<file path="config.mk">
export PLATFORM = sky130hd
export DESIGN_NAME = ext_pipe_flat
export DESIGN_NICKNAME = d
export VERILOG_FILES = /design/src/rtl/ext_pipe_if.sv /design/src/rtl/ext_pipe.sv /design/src/flat_wrapper.sv
export SDC_FILE = /design/constraint.sdc
export NUM_CORES = 1
export LEC_CHECK = 0
export ABC_AREA = 1
export CAP_MARGIN = 25
export CORE_ASPECT_RATIO = 0.9
export CORE_UTILIZATION = 52
export CTS_CLUSTER_DIAMETER = 80
export DETAILED_ROUTE_END_ITERATION = 6
export GPL_ROUTABILITY_DRIVEN = 1
export PLACE_DENSITY = 0.79
export SLEW_MARGIN = 20
export SYNTH_ARGS = -nofsm -noshare
export SYNTH_HDL_FRONTEND = slang
export SYNTH_SLANG_ARGS = --single-unit
</file>
<file path="constraint.sdc">
create_clock -name clk -period 3.1 [get_ports clk]
set_clock_uncertainty 0.2 [all_clocks]
set_input_delay 0.62 -clock clk [delete_from_list [all_inputs] [get_ports clk]]
set_output_delay 0.62 -clock clk [all_outputs]
set_load 0.02 [all_outputs]
</file>
<file path="src/rtl/ext_pipe_if.sv">
// Handshake bundle for ext_pipe: request side (in_*), result side (out_*)
// and the illegal-request counter. The master drives requests and consumes
// results; the slave is the extension pipeline itself.
interface ext_pipe_if #(
    parameter int IN_W  = 16,
    parameter int OUT_W = 32
);
    logic             in_valid;
    logic             in_ready;
    logic [IN_W-1:0]  in_data;
    logic [2:0]       in_mode;
    logic [1:0]       in_off;
    logic             out_valid;
    logic             out_ready;
    logic [OUT_W-1:0] out_data;
    logic             out_err;
    logic [7:0]       err_cnt;

    modport master (
        output in_valid, in_data, in_mode, in_off, out_ready,
        input  in_ready, out_valid, out_data, out_err, err_cnt
    );

    modport slave (
        input  in_valid, in_data, in_mode, in_off, out_ready,
        output in_ready, out_valid, out_data, out_err, err_cnt
    );
endinterface

</file>
<file path="src/rtl/ext_pipe.sv">
// Immediate-field extension unit. Each accepted request is extended
// (zero/sign/upper/shift/byte-lane) in one combinational step and written
// straight into a small output queue, so a request accepted into an empty
// queue is visible at the head one cycle later. Illegal requests travel
// through the queue as an all-zero word with the error bit set and are
// counted in a saturating 8-bit counter.
module ext_pipe #(
    parameter int IN_W  = 16,
    parameter int OUT_W = 32,
    parameter int DEPTH = 2
) (
    input  logic      clk,
    input  logic      rstn,
    ext_pipe_if.slave bus
);
    localparam int PTR_W = $clog2(DEPTH);
    localparam int CNT_W = $clog2(DEPTH + 1);

    localparam logic [2:0] MODE_ZERO   = 3'd0;
    localparam logic [2:0] MODE_SIGN   = 3'd1;
    localparam logic [2:0] MODE_UPPER  = 3'd2;
    localparam logic [2:0] MODE_SHL2   = 3'd3;
    localparam logic [2:0] MODE_BYTE_Z = 3'd4;
    localparam logic [2:0] MODE_BYTE_S = 3'd5;

    // Returns {err, result}; result is forced to zero whenever err is set.
    function automatic logic [OUT_W:0] extend(
        input logic [IN_W-1:0] data,
        input logic [2:0]      mode,
        input logic [1:0]      off
    );
        logic signed [IN_W-1:0]  data_s;
        logic signed [OUT_W-1:0] sext;
        logic [IN_W+23:0]        padded;
        logic [7:0]              lane;
        logic signed [7:0]       lane_s;
        logic                    lane_ok;
        logic [OUT_W-1:0]        result;
        logic                    err;

        data_s  = data;
        sext    = OUT_W'(data_s);
        // Padding keeps the lane shift in range for any offset; the
        // out-of-field lanes are rejected through lane_ok anyway.
        padded  = {24'd0, data};
        lane    = 8'(padded >> {off, 3'b000});
        lane_s  = lane;
        lane_ok = int'({off, 3'b111}) < IN_W;
        result  = '0;
        err     = 1'b0;

        case (mode)
            MODE_ZERO:   result = OUT_W'(data);
            MODE_SIGN:   result = $unsigned(sext);
            MODE_UPPER:  result = OUT_W'(data) << (OUT_W - IN_W);
            MODE_SHL2:   result = $unsigned(sext) << 2;
            MODE_BYTE_Z: begin
                if (lane_ok) result = OUT_W'(lane);
                else         err    = 1'b1;
            end
            MODE_BYTE_S: begin
                if (lane_ok) result = $unsigned(OUT_W'(lane_s));
                else         err    = 1'b1;
            end
            default:     err = 1'b1;
        endcase

        return {err, result};
    endfunction

    logic [OUT_W-1:0] data_p1 [DEPTH];
    logic             err_p1  [DEPTH];
    logic [PTR_W-1:0] wr_ptr;
    logic [PTR_W-1:0] rd_ptr;
    logic [CNT_W-1:0] count;
    logic [7:0]       err_cnt;

    logic [OUT_W:0]   ext_p0;
    logic             out_valid;
    logic             push;
    logic             pop;

    // Stage p0: extension of the presented request
    assign ext_p0    = extend(bus.in_data, bus.in_mode, bus.in_off);

    // Ready/valid come from registered occupancy only, so nothing on the
    // result side ever depends combinationally on the request side.
    assign out_valid = (count != '0);
    assign push      = bus.in_valid && bus.in_ready;
    assign pop       = out_valid && bus.out_ready;

    assign bus.in_ready  = (count < CNT_W'(DEPTH));
    assign bus.out_valid = out_valid;
    assign bus.err_cnt   = err_cnt;
    // Queue storage is not reset; the empty-queue gate makes the result
    // port read zero until a real entry reaches the head.
    assign bus.out_data  = out_valid ? data_p1[rd_ptr] : '0;
    assign bus.out_err   = out_valid ? err_p1[rd_ptr]  : 1'b0;

    // Queue occupancy, pointers and the saturating illegal-request counter
    always_ff @(posedge clk) begin
        if (!rstn) begin
            wr_ptr  <= '0;
            rd_ptr  <= '0;
            count   <= '0;
            err_cnt <= '0;
        end else begin
            // DEPTH is a power of two, so pointer overflow is the wrap.
            if (push) wr_ptr <= wr_ptr + PTR_W'(1);
            if (pop)  rd_ptr <= rd_ptr + PTR_W'(1);
            case ({push, pop})
                2'b10:   count <= count + CNT_W'(1);
                2'b01:   count <= count - CNT_W'(1);
                default: count <= count;
            endcase
            if (push && ext_p0[OUT_W] && (err_cnt != 8'hFF))
                err_cnt <= err_cnt + 8'd1;
        end
    end

    // Stage p1: write the extended result into the tail entry
    always_ff @(posedge clk) begin
        if (push) begin
            data_p1[wr_ptr] <= ext_p0[OUT_W-1:0];
            err_p1[wr_ptr]  <= ext_p0[OUT_W];
        end
    end
endmodule

</file>
<file path="src/flat_wrapper.sv">
// flat-port wrapper written by rule: the top's interface ports become plain ports
module ext_pipe_flat 
#(
    parameter int IN_W  = 16,
    parameter int OUT_W = 32,
    parameter int DEPTH = 2
)
  (clk, rstn, bus_in_valid, bus_in_data, bus_in_mode, bus_in_off, bus_out_ready, bus_in_ready, bus_out_valid, bus_out_data, bus_out_err, bus_err_cnt);
  ext_pipe_if #(.IN_W(IN_W), .OUT_W(OUT_W)) bus_i ();
  input  logic clk;
  input  logic rstn;
  input wire logic [$bits(bus_i.in_valid)-1:0] bus_in_valid;
  input wire logic [$bits(bus_i.in_data)-1:0] bus_in_data;
  input wire logic [$bits(bus_i.in_mode)-1:0] bus_in_mode;
  input wire logic [$bits(bus_i.in_off)-1:0] bus_in_off;
  input wire logic [$bits(bus_i.out_ready)-1:0] bus_out_ready;
  output wire logic [$bits(bus_i.in_ready)-1:0] bus_in_ready;
  output wire logic [$bits(bus_i.out_valid)-1:0] bus_out_valid;
  output wire logic [$bits(bus_i.out_data)-1:0] bus_out_data;
  output wire logic [$bits(bus_i.out_err)-1:0] bus_out_err;
  output wire logic [$bits(bus_i.err_cnt)-1:0] bus_err_cnt;
  assign bus_i.in_valid = bus_in_valid;
  assign bus_i.in_data = bus_in_data;
  assign bus_i.in_mode = bus_in_mode;
  assign bus_i.in_off = bus_in_off;
  assign bus_i.out_ready = bus_out_ready;
  assign bus_in_ready = bus_i.in_ready;
  assign bus_out_valid = bus_i.out_valid;
  assign bus_out_data = bus_i.out_data;
  assign bus_out_err = bus_i.out_err;
  assign bus_err_cnt = bus_i.err_cnt;
  ext_pipe #(.IN_W(IN_W), .OUT_W(OUT_W), .DEPTH(DEPTH)) u_core (.clk(clk), .rstn(rstn), .bus(bus_i));
endmodule
</file>
# [Yosys cells after proc, flatten, opt, wreduce, memory -nomap -nowiden]
# Memory sizes are Yosys's and may differ from the RTL's. A register that Yosys moved wholly into a read port is not among the register bits.
# Index checks and enable logic that the tools add are counted.
[totals] ff_bits=12 ram_bits=66 out_inout_bits=43 elab_cells=45 n_memories=2
[mem_list] name="u_core.data_p1" words=2 word_bits=32 read_ports=1 rd_clocked_by_memory_dff=1 wr=1 line="ext_pipe.sv:71" text="logic [OUT_W-1:0] data_p1 [DEPTH];"
[mem_list] name="u_core.err_p1" words=2 word_bits=1 read_ports=1 rd_clocked_by_memory_dff=1 wr=1 line="ext_pipe.sv:72" text="logic err_p1 [DEPTH];"
[classes] addsub=5 n_lt_le_gt_ge=2 eq_ne=8 shifts=1 mux=14 n_reduce_logical=9
[op_table] cell="$pmux 32 s6" n=1
[op_table] cell="$mux 32" n=2
[op_table] cell="$shr 16x5->8" n=1
[op_table] cell="$add 8x1->8 const B" n=1
[op_table] cell="$mux 1" n=8
[op_table] cell="$mux 8" n=1
[op_table] cell="$ne 8x8->1 const B" n=1
[op_table] cell="$eq 3x2->1 const B" n=2
[op_table] cell="$eq 3x3->1 const B" n=2
[op_table] cell="$lt 5x5->1 const B" n=1
[op_table] cell="$logic_and 1x1->1" n=4
[op_table] cell="$pmux 2 s2" n=1
[op_table] cell="$reduce_bool 2->1" n=2
[op_table] cell="$reduce_or 4->1" n=1
[op_table] cell="$eq 3x1->1 const B" n=1
[op_table] cell="$logic_not 3->1" n=1
[op_table] cell="$add 1x1->1 const B" n=2
[op_table] cell="$add 2x1->2 const B" n=1
[op_table] cell="$eq 2x1->1 const B" n=1
[op_table] cell="$eq 2x2->1 const B" n=1
[op_table] cell="$lt 2x2->1 const B" n=1
[op_table] cell="$pmux 1 s2" n=1
[op_table] cell="$reduce_or 2->1" n=1
[op_table] cell="$sub 2x1->2 const B" n=1

# [Longest topological paths before layout]
# Gate-level depths: netlist (run 1).
[logic_depth] depth_word=5 mapped_depth=9

# [Least setup slack after synthesis (run 1)]
# OpenSTA, ideal clock, no wires.
[synth_path] kind="input -> register" startpoint="in bus_in_valid" endpoint="mem u_core.data_p1[1][0], enable pin" setup_time_ns=0.425 arrival_ns=2.135 required_time_ns=2.475 slack_ns=0.340 cell_stages=2 path_buffers=0 cell_sequence="nand2_2 nor2_1"
[synth_via] elab_chain_cells=3
[synth_lines] element="start, declared" line="flat_wrapper.sv:12" text="input wire logic [$bits(bus_i.in_valid)-1:0] bus_in_valid;"
[synth_lines] element="$logic_and 1x1->1" line="ext_pipe.sv:89" text="assign push = bus.in_valid && bus.in_ready;"
[synth_lines] element="$mux 1" line="ext_pipe.sv:123" text="if (push) begin"
[synth_lines] element="$mux 1 (not written as such)" line="ext_pipe.sv:124" text="data_p1[wr_ptr] <= ext_p0[OUT_W-1:0];"
[synth_lines] element="end, declared" line="ext_pipe.sv:71"
# No other way between the ends.

==> results.toml, run 1 <==
[yosys]
synthCells = 369
yosys.area_share.adder_pct = 0.693
syn_area_um2 = 3610
synth_top_area_cell = "edfxtp_1"
synth-seq-cells = 79
async_reset_ff_share_pct = 0
syn_area_per_cell_um2 = 9.79
synth.area.mux_share_pct = 0
synth_top_flop_cell = "edfxtp_1"
synth-compound-area-share_pct = 13.2
synthSimpleGateAreaFrac_pct = 18.0
synth.area.top_cells = "edfxtp_1, nand2_1, dfxtp_1, a21oi_1, inv_1"
syn-num-nets = 396
synth_edf_count = 66
yosysUniqueCellTypes = 27
yosysWarnings = 0
synth_top_area_share_pct = 54.8
synth_top_family_by_area = "simple AND/OR/NAND/NOR gates"
synth-xor-area-share_pct = 0.727
yosysSeqAreaShare_pct = 62.0

[placed_design]
portBuffers = 67
gp_congestion = 0.882
pre_cts_slack_ns = 0.495
dpl.hpwl_um = 5690

[global_routing]
grt_pass1_wl_um = 13100
grt_max_degree = 31
grt-ovfl-total = 0
first_global_vias = 2646
grt_util_all_layers_pct = 24.0
antenna_found_initial = 0

[detailed_routing]
drt_iter0_drc = 293
wirelength_um = 8300
dr_wl_met2_um = 4020
vias = 2922
wl_per_cell_um = 15.5
routed.top_layer = "met4"
wirelength_met1_um = 3430
drc_errors = 0
route.met3.wl_um = 698
vias_per_cell = 5.45
detail-route-antenna-nets = 0
drt-pass1-iter-count = 5

[cts]
postCtsHoldBufs = 0
numCtsBuffers = 9
cts_num_sinks = 79
clk_pin_slew_worst_paths_ns = 0.08
post_cts_resized = 0
clockBufferDepth = 2
cts_tree = "built"
clock_latency_ns = 0.35
cts-root-buf = "clkbuf_8"
ctsHtreeMaxLevel = 3
postCtsSetupRepairBufs = 0

[sta]
holdWs_ns = 0.267
setup_viol = 0
worst_slack_ns = 0.267
hold_viol_final = 0
fin_tns_setup_ns = 0
slew-limit-headroom_pct = 73.1
period_needed_ns = 2.83
finalCritPeriodShare_pct = 91.4
max_clock_freq_ghz = 0.353
rsz0062_at_grt = "false"
finalMaxSlewViolations = 0
worstMarginPinSlew_ns = 0.400

[floorplanning]
io_pins = 68
die_w_um = 89.9
start_util_pct = 54.3
dieArea_um2 = 7290
die_h_um = 81.1
rows = 28
core_area_um2 = 6660

[power]
p_per_area_nw_per_um2 = 769
p_leak_nw = 1.71
peakVddDrop_mv = 0.551
power_mw = 3.56

[worst_hold_path]
holdPathStages = 1
hp-class = "reg2reg"
min_from = "u_core.rd_ptr"

[layout]
n_fill_cell = 495
multi_input_area_um2 = 1180
drive_gt1_share_pct = 10.1
area_growth_pct = 28.2
antenna_cells = 0
final_nets = 468
seqCellArea_um2 = 2240

[critical_path]
r2r_start = "u_core.count[0]"
startpoint_type = "flop"
crit_fanout = 18
required_ns = 2.28
r2r_setup_slack_ns = 1.25
cp.arrival_ns = 2.01
path_class = "reg2out"
r2r-end = "u_core.count[1]"
endpoint_kind = "output pin"
r2r_cells = 9

[run]
cap_violations = 0

[status]
outcome = "complete, no violations"
layer usage:
metal | global-route usage [%] | vias to the layer above
li1 | - | 1410
met1 | 31.5 | 1361
met2 | 39.5 | 134
met3 | 5.52 | 17
met4 | 9.52 | 0
met5 | 0 | -
flip-flops by register name (all words and copies together) (netlist names), named ones only:
signal              count
u_core.data_p1         64
u_core.bus.err_cnt      8
u_core.count            2
u_core.err_p1           2
u_core.rd_ptr           1
u_core.wr_ptr           1
power breakdown:
part / total, mW / internal, mW / switching [mW] / leakage (nW)
clock network: 0.805 / 0.446 / 0.359 / 0.100
logic: 1.36 / 0.542 / 0.817 / 0.868
registers: 1.40 / 1.34 / 0.0604 / 0.739
total: 3.56 / 2.33 / 1.24 / 1.71
Yosys cell counts, types with 2 or more instances:
| cell | instances |
|---|---|
| nand2_1 | 113 |
| edfxtp_1 | 66 |
| a21oi_1 | 43 |
| inv_1 | 27 |
| nor2_1 | 16 |
| o21ai_1 | 15 |
| dfxtp_1 | 13 |
| nand3_1 | 12 |
| o221ai_1 | 8 |
| inv_2 | 7 |
| o21ai_0 | 7 |
| buf_2 | 6 |
| clkbuf_1 | 6 |
| nor2_2 | 5 |
| o211ai_1 | 5 |
| nand2_2 | 3 |
| nand3_2 | 3 |
| xor2_1 | 3 |
| ha_1 | 2 |
| nor2_4 | 2 |
through the flow:
step	util [%]	instance area, µm²	std cells
2_1_floorplan	-	3610	369
3_3_place_gp	66.4	4420	520
3_5_place_dp	66.4	4420	520
4_1_cts	69.6	4630	536
5_1_grt	69.6	4630	536
6_report	69.6	4630	536
how the worst max path moves through the flow:
stage / from / to / slack [ns] / depth (start not counted)
5_1_grt: flop / bus_out_data[9] / 0.11 / 5
4_1_cts: flop / bus_out_data[9] / 0.25 / 5
6_report: flop / bus_out_data[9] / 0.27 / 5
3_5_place_dp: bus_in_mode[1] / u_core.data_p1[1][19] / 0.50 / 6
2_1_floorplan: bus_in_valid / u_core.data_p1[1][0] / 0.34 / 2
3_3_place_gp: bus_in_mode[1] / u_core.data_p1[1][19] / 0.55 / 6
final cells by class:
cell class | instances | area share, %
multi-input cells | 242 | 25.6
clock inverters | 7 | 1.89
inverters | 35 | 2.84
repair buffers | 74 | 16.2
well taps | 90 | 2.43
clock buffers | 9 | 2.67
flip-flops and latches | 79 | 48.4
worst max-delay path, cell delays in order (launching register included):
cell and delay (ns):
dfxtp_1 0.40, inv_1 0.10, buf_4 0.25, nand2_1 0.07, a21oi_1 0.20, clkdlybuf4s50_1 0.64
cell families after synthesis:
kind of cell | Yosys count
buf+inv | 48
simple gates | 155
xor+xnor | 3
fa+ha+maj | 2
flops | 79
compound gates | 82
placed cells by master, fill, tap and decap left out:
cell type / n
o211ai_1: 5
dfxtp_1: 13
a31oi_4: 1
o21ai_0: 7
inv_2: 7
clkinv_1: 3
a21oi_1: 43
nand3_1: 12
nor3_1: 1
edfxtp_1: 66
xor2_1: 3
clkdlybuf4s50_1: 67
buf_12: 2
nor2_1: 14
o221ai_1: 8
clkbuf_8: 9
bufinv_16: 2
ha_1: 2
o21ai_1: 15
clkinv_2: 1
buf_4: 5
nand2_1: 113
nand2_2: 3
o22ai_1: 1
o21ai_2: 1
inv_1: 27
clkinvlp_4: 2
a22oi_1: 1
nand3_2: 3
nor2_2: 7
nor2_4: 2
(Power assumes the default switching activity.)
==> run 2: changes to the inputs <==
--- a/config.mk
+++ b/config.mk
@@ -12,6 +12,7 @@
 export CTS_CLUSTER_DIAMETER = 80
 export DETAILED_ROUTE_END_ITERATION = 6
 export GPL_ROUTABILITY_DRIVEN = 1
+export GPL_TIMING_DRIVEN = 0
 export PLACE_DENSITY = 0.79
 export SLEW_MARGIN = 20
 export SYNTH_ARGS = -nofsm -noshare
==> run 2 against run 1 <==
Compared with the run above:
- via count fell by 0.72%
- final area rose by 0.86%
- non-clock buffer count rose by 6
- global-route usage fell by 0.57 points
- critical path depth fell by 1
- die area did not move
- total power rose by 0.76%
- combinational power barely moved
- core utilization rose by 0.60 points
- cell count rose by 1.1%
- flip-flop and latch count did not move
- sequential share of layout area fell by 0.42 points
- largest cell class unchanged
==> results.toml, run 2 (synthesis results as in run 1) <==
[critical_path]
r2r_cells = 9
r2r-end = "u_core.count[1]"
crit_chain = "nor2_2, clkbuf_1, a21oi_1, clkdlybuf4s50_1"
r2r_setup_slack_ns = 1.14
cp_slowest_cell = "clkdlybuf4s50_1"
startpoint_type = "flop"
r2r_start = "u_core.count[0]"
cp.arrival_ns = 2.19
path_class = "reg2out"
crit_fanout = 10
required_ns = 2.28
endpoint_kind = "output pin"
slowest_delay_ns = 0.57

[sta]
hold_viol_final = 0
finalCritPeriodShare_pct = 97.0
rsz0062_at_grt = "false"
fin_tns_setup_ns = 0
holdWs_ns = 0.273
worstMarginPinSlew_ns = 0.558
slew-limit-headroom_pct = 62.8
period_needed_ns = 3.01
max_clock_freq_ghz = 0.333
setup_viol = 0
worst_slack_ns = 0.0940
finalMaxSlewViolations = 0

[layout]
fin_area_um2 = 4670
final_common_cell = "nand2_1"
area_growth_pct = 29.3
fin_util_pct = 70.2
largest-register = "u_core.data_p1"
top_regs = "u_core.data_p1 (64), u_core.bus.err_cnt (8)"
finalNonFillerCells = 542
antenna_cells = 0
final_nets = 474
largest_reg_flops = 64
final_cell_mix = "nand2_1, clkdlybuf4s50_1, edfxtp_1"
drive_gt1_share_pct = 11.1

[run]
cap_violations = 0

[global_routing]
antenna_found_initial = 0
grt_pass1_wl_um = 13000
grt-ovfl-total = 0
grt_max_degree = 26
use_met2_pct = 39.3
first_global_vias = 2705
grtUsageMet3_pct = 3.46
grt_util_all_layers_pct = 23.4
top_usage_layer = "met2"
met1_usage_pct = 31.1

[floorplanning]
start_util_pct = 54.3
die_h_um = 81.1
rows = 28
die_w_um = 89.9
core_area_um2 = 6660
dieArea_um2 = 7290
io_pins = 68

[placed_design]
gp_congestion = 0.915
dp_cells = 527
portBuffers = 66
dpl.hpwl_um = 5890
postPlaceCellArea_um2 = 4460
pre_cts_slack_ns = 0.339

[detailed_routing]
vias_per_cell = 5.35
wirelength_um = 8230
drc_errors = 0
drt_iter0_drc = 164
vias = 2901
detail-route-antenna-nets = 0
wl_per_cell_um = 15.2
drt-pass1-iter-count = 4

[cts]
clk_pin_slew_worst_paths_ns = 0.08
numCtsBuffers = 9
cts_tree = "built"
cts-root-buf = "clkbuf_8"
ctsHtreeMaxLevel = 3
postCtsHoldBufs = 0
clockBufferDepth = 2
clock_latency_ns = 0.35
cts_num_sinks = 79

[status]
outcome = "complete, no violations"

[worst_hold_path]
min_from = "u_core.rd_ptr"
holdPathStages = 1
hp-class = "reg2reg"

[power]
peakVddDrop_mv = 0.368
p_per_area_nw_per_um2 = 769
p_leak_nw = 1.73
power_mw = 3.59
run 2: changes by cell type in the layout (fill, tap and decap cells not counted), moves of 2 or more:
| cell | change |
|---|---|
| clkbuf_1 | +5 |
| buf_12 | -2 |
| buf_4 | -4 |
| buf_16 | +2 |
| clkbuf_2 | +2 |
| nor2_2 | -2 |
| clkinv_1 | -2 |
| nor2_4 | +2 |
| buf_2 | +5 |
run 2: final cells by class:
| class | count | area (µm²) |
|---|---|---|
| Inverter | 35 | 131 |
| Tap cell | 90 | 113 |
| Clock inverter | 5 | 81.3 |
| Multi-Input combinational cell | 242 | 1190 |
| Sequential cell | 79 | 2240 |
| Timing Repair Buffer | 68 | 716 |
| Fill cell | 510 | 1990 |
| Buffer | 12 | 61.3 |
| Clock buffer | 11 | 131 |
run 2: metal layers:
| layer | share of wire, % | vias up | wire (µm) |
|---|---|---|---|
| li1 | - | 1419 | - |
| met5 | 0 | - | 0 |
| met4 | 1.3 | 0 | 104 |
| met1 | 44 | 1386 | 3660 |
| met2 | 50 | 81 | 4090 |
| met3 | 4.6 | 15 | 378 |
run 2: what timing repair did:
item	CTS	global route
gates resized for setup	2	2
setup buffers	0	0
endpoints found under the setup margin	15	30
run 2: critical path: cells and delay by family, from the launching register on:
family                 cells  cell delay [ns]
and+or+nand+nor            1             0.30
DFF                        1             0.35
AOI/OAI and AO/OA          1             0.13
buffers and inverters      2             1.06
run 2: worst max-delay path by stage:
stage	startpoint	end	slack, ns	cells after the start
6_report	u_core.count[0]	bus_out_data[20]	0.09	4
5_1_grt	u_core.count[0]	bus_out_data[20]	0.006	4
4_1_cts	flop	bus_out_data[20]	0.02	6
3_5_place_dp	flop	bus_out_data[12]	0.34	5
3_3_place_gp	bus_in_valid	u_core.data_p1[1][3]	-0.85	3
2_1_floorplan	bus_in_valid	u_core.data_p1[1][0]	0.34	2
run 2: power by group:
group / leakage (nW) / switching, mW / internal [mW]
Sequential: 0.739 / 0.0613 / 1.34
Clock: 0.104 / 0.360 / 0.456
Combinational: 0.888 / 0.826 / 0.549
Total: 1.73 / 1.25 / 2.34
==> run 3: changes to the inputs <==
--- a/config.mk
+++ b/config.mk
@@ -8,6 +8,7 @@
 export ABC_AREA = 1
 export CAP_MARGIN = 25
 export CORE_ASPECT_RATIO = 0.9
+export CORE_MARGIN = 5
 export CORE_UTILIZATION = 52
 export CTS_CLUSTER_DIAMETER = 80
 export DETAILED_ROUTE_END_ITERATION = 6
==> run 3 against run 2 <==
Compared with the run above:
- flip-flop and latch count stayed put
- core utilization barely moved
- fmax rose by 1.9%
- global-route usage down 3.9 points
- register-to-register slack about the same
- clock power shrank 0.9%
- total power shrank 0.13%
- sequential share of layout area about the same
- sequential power is essentially flat
- non-clock buffer count unchanged
- critical path type unchanged
- largest power group unchanged
==> results.toml, run 3 (synthesis results as in run 1) <==
[detailed_routing]
wirelength_um = 8450
route.met3.wl_um = 585
drt-pass1-iter-count = 5
vias = 2897
routed.top_layer = "met4"
detail-route-antenna-nets = 0
wl_per_cell_um = 15.6
wirelength_met1_um = 3660
vias_per_cell = 5.35
drt_iter0_drc = 211
drc_errors = 0
dr_wl_met2_um = 4040

[critical_path]
r2r_start = "u_core.count[0]"
path_class = "reg2out"
crit_fanout = 10
endpoint_kind = "output pin"
required_ns = 2.28
cp.arrival_ns = 2.13
r2r_setup_slack_ns = 1.14
startpoint_type = "flop"
r2r_cells = 9

[floorplanning]
io_pins = 68
die_w_um = 97.9
die_h_um = 89.1
core_area_um2 = 6660
dieArea_um2 = 8720
rows = 28
start_util_pct = 54.3

[cts]
ctsHtreeMaxLevel = 3
numCtsBuffers = 9
clockBufferDepth = 2
cts-root-buf = "clkbuf_8"
postCtsSetupRepairBufs = 0
clk_pin_slew_worst_paths_ns = 0.08
cts_tree = "built"
cts_num_sinks = 79
clock_latency_ns = 0.34
postCtsHoldBufs = 0

[sta]
hold_viol_final = 0
fin_tns_setup_ns = 0
finalMaxSlewViolations = 0
rsz0062_at_grt = "false"
max_clock_freq_ghz = 0.339
worstMarginPinSlew_ns = 0.437
worst_slack_ns = 0.150
period_needed_ns = 2.95
setup_viol = 0
finalCritPeriodShare_pct = 95.2
slew-limit-headroom_pct = 70.8

[layout]
top_regs = "u_core.data_p1 (64), u_core.bus.err_cnt (8)"
final_common_cell = "nand2_1"
drive_gt1_share_pct = 11.3
final_cell_mix = "nand2_1, edfxtp_1, clkdlybuf4s50_1"
final_nets = 474
fin_util_pct = 70.2
largest-register = "u_core.data_p1"
largest_reg_flops = 64
antenna_cells = 0
area_growth_pct = 29.3

[worst_hold_path]
holdPathStages = 1
hp-class = "reg2reg"
min_from = "u_core.rd_ptr"

[placed_design]
dpl.hpwl_um = 5970
portBuffers = 66
gp_congestion = 0.955
pre_cts_slack_ns = 0.329

[global_routing]
antenna_found_initial = 0
grt_max_degree = 24
grt_util_all_layers_pct = 19.6
first_global_vias = 2777
grt_pass1_wl_um = 13200
grt-ovfl-total = 0

[power]
peakVddDrop_mv = 0.399
p_leak_nw = 1.75
p_per_area_nw_per_um2 = 767
power_mw = 3.59

[run]
cap_violations = 0

[status]
outcome = "complete, no violations"
## run 3: what timing repair did
item | in CTS | in global routing
pin swaps | 0 | 0
endpoints found under the setup margin | 14 | 17
gates resized for setup | 2 | 4
## run 3: path summary, 6_finish.rpt
path,endpoint
worst max-delay path,bus_out_data[20]
worst min-delay path,u_core.rd_ptr
worst max register to register,u_core.count[1]
worst min register to register,u_core.rd_ptr
## run 3: final cells by class
type / instances / area (µm²)
clock inverters: 6 / 86.3
plain buffers: 12 / 62.6
flip-flops and latches: 79 / 2240
well taps: 90 / 113
inverters: 35 / 131
repair buffers: 68 / 718
clock buffers: 9 / 124
fillers: 503 / 1980
multi-input cells: 242 / 1190
## run 3: where the power goes
| part | switching [mW] | internal [mW] | total [mW] |
|---|---|---|---|
| registers | 0.0606 | 1.34 | 1.40 |
| logic | 0.828 | 0.550 | 1.38 |
| clock network | 0.361 | 0.447 | 0.809 |
## run 3: routing by layer
metal | global-route usage (%) | up-vias
li1 | - | 1426
met1 | 24.9 | 1329
met2 | 32.1 | 121
met3 | 5.15 | 21
met4 | 8.55 | 0
met5 | 0 | -
## run 3: critical path, cell delays in order (launching register included)
cell	delay (ns)
dfxtp_1	0.40
inv_1	0.21
clkbuf_4	0.26
nand2_1	0.07
a21oi_1	0.21
clkdlybuf4s50_1	0.65
## run 3: per-stage QoR
step	std cells	instance area, µm²	hold WS (ns)
after floorplan	369	3610	0.231
after global placement	525	4390	0.246
after detailed placement	527	4460	0.251
after CTS	542	4670	0.264
after global routing	541	4670	0.280
final	541	4670	0.264
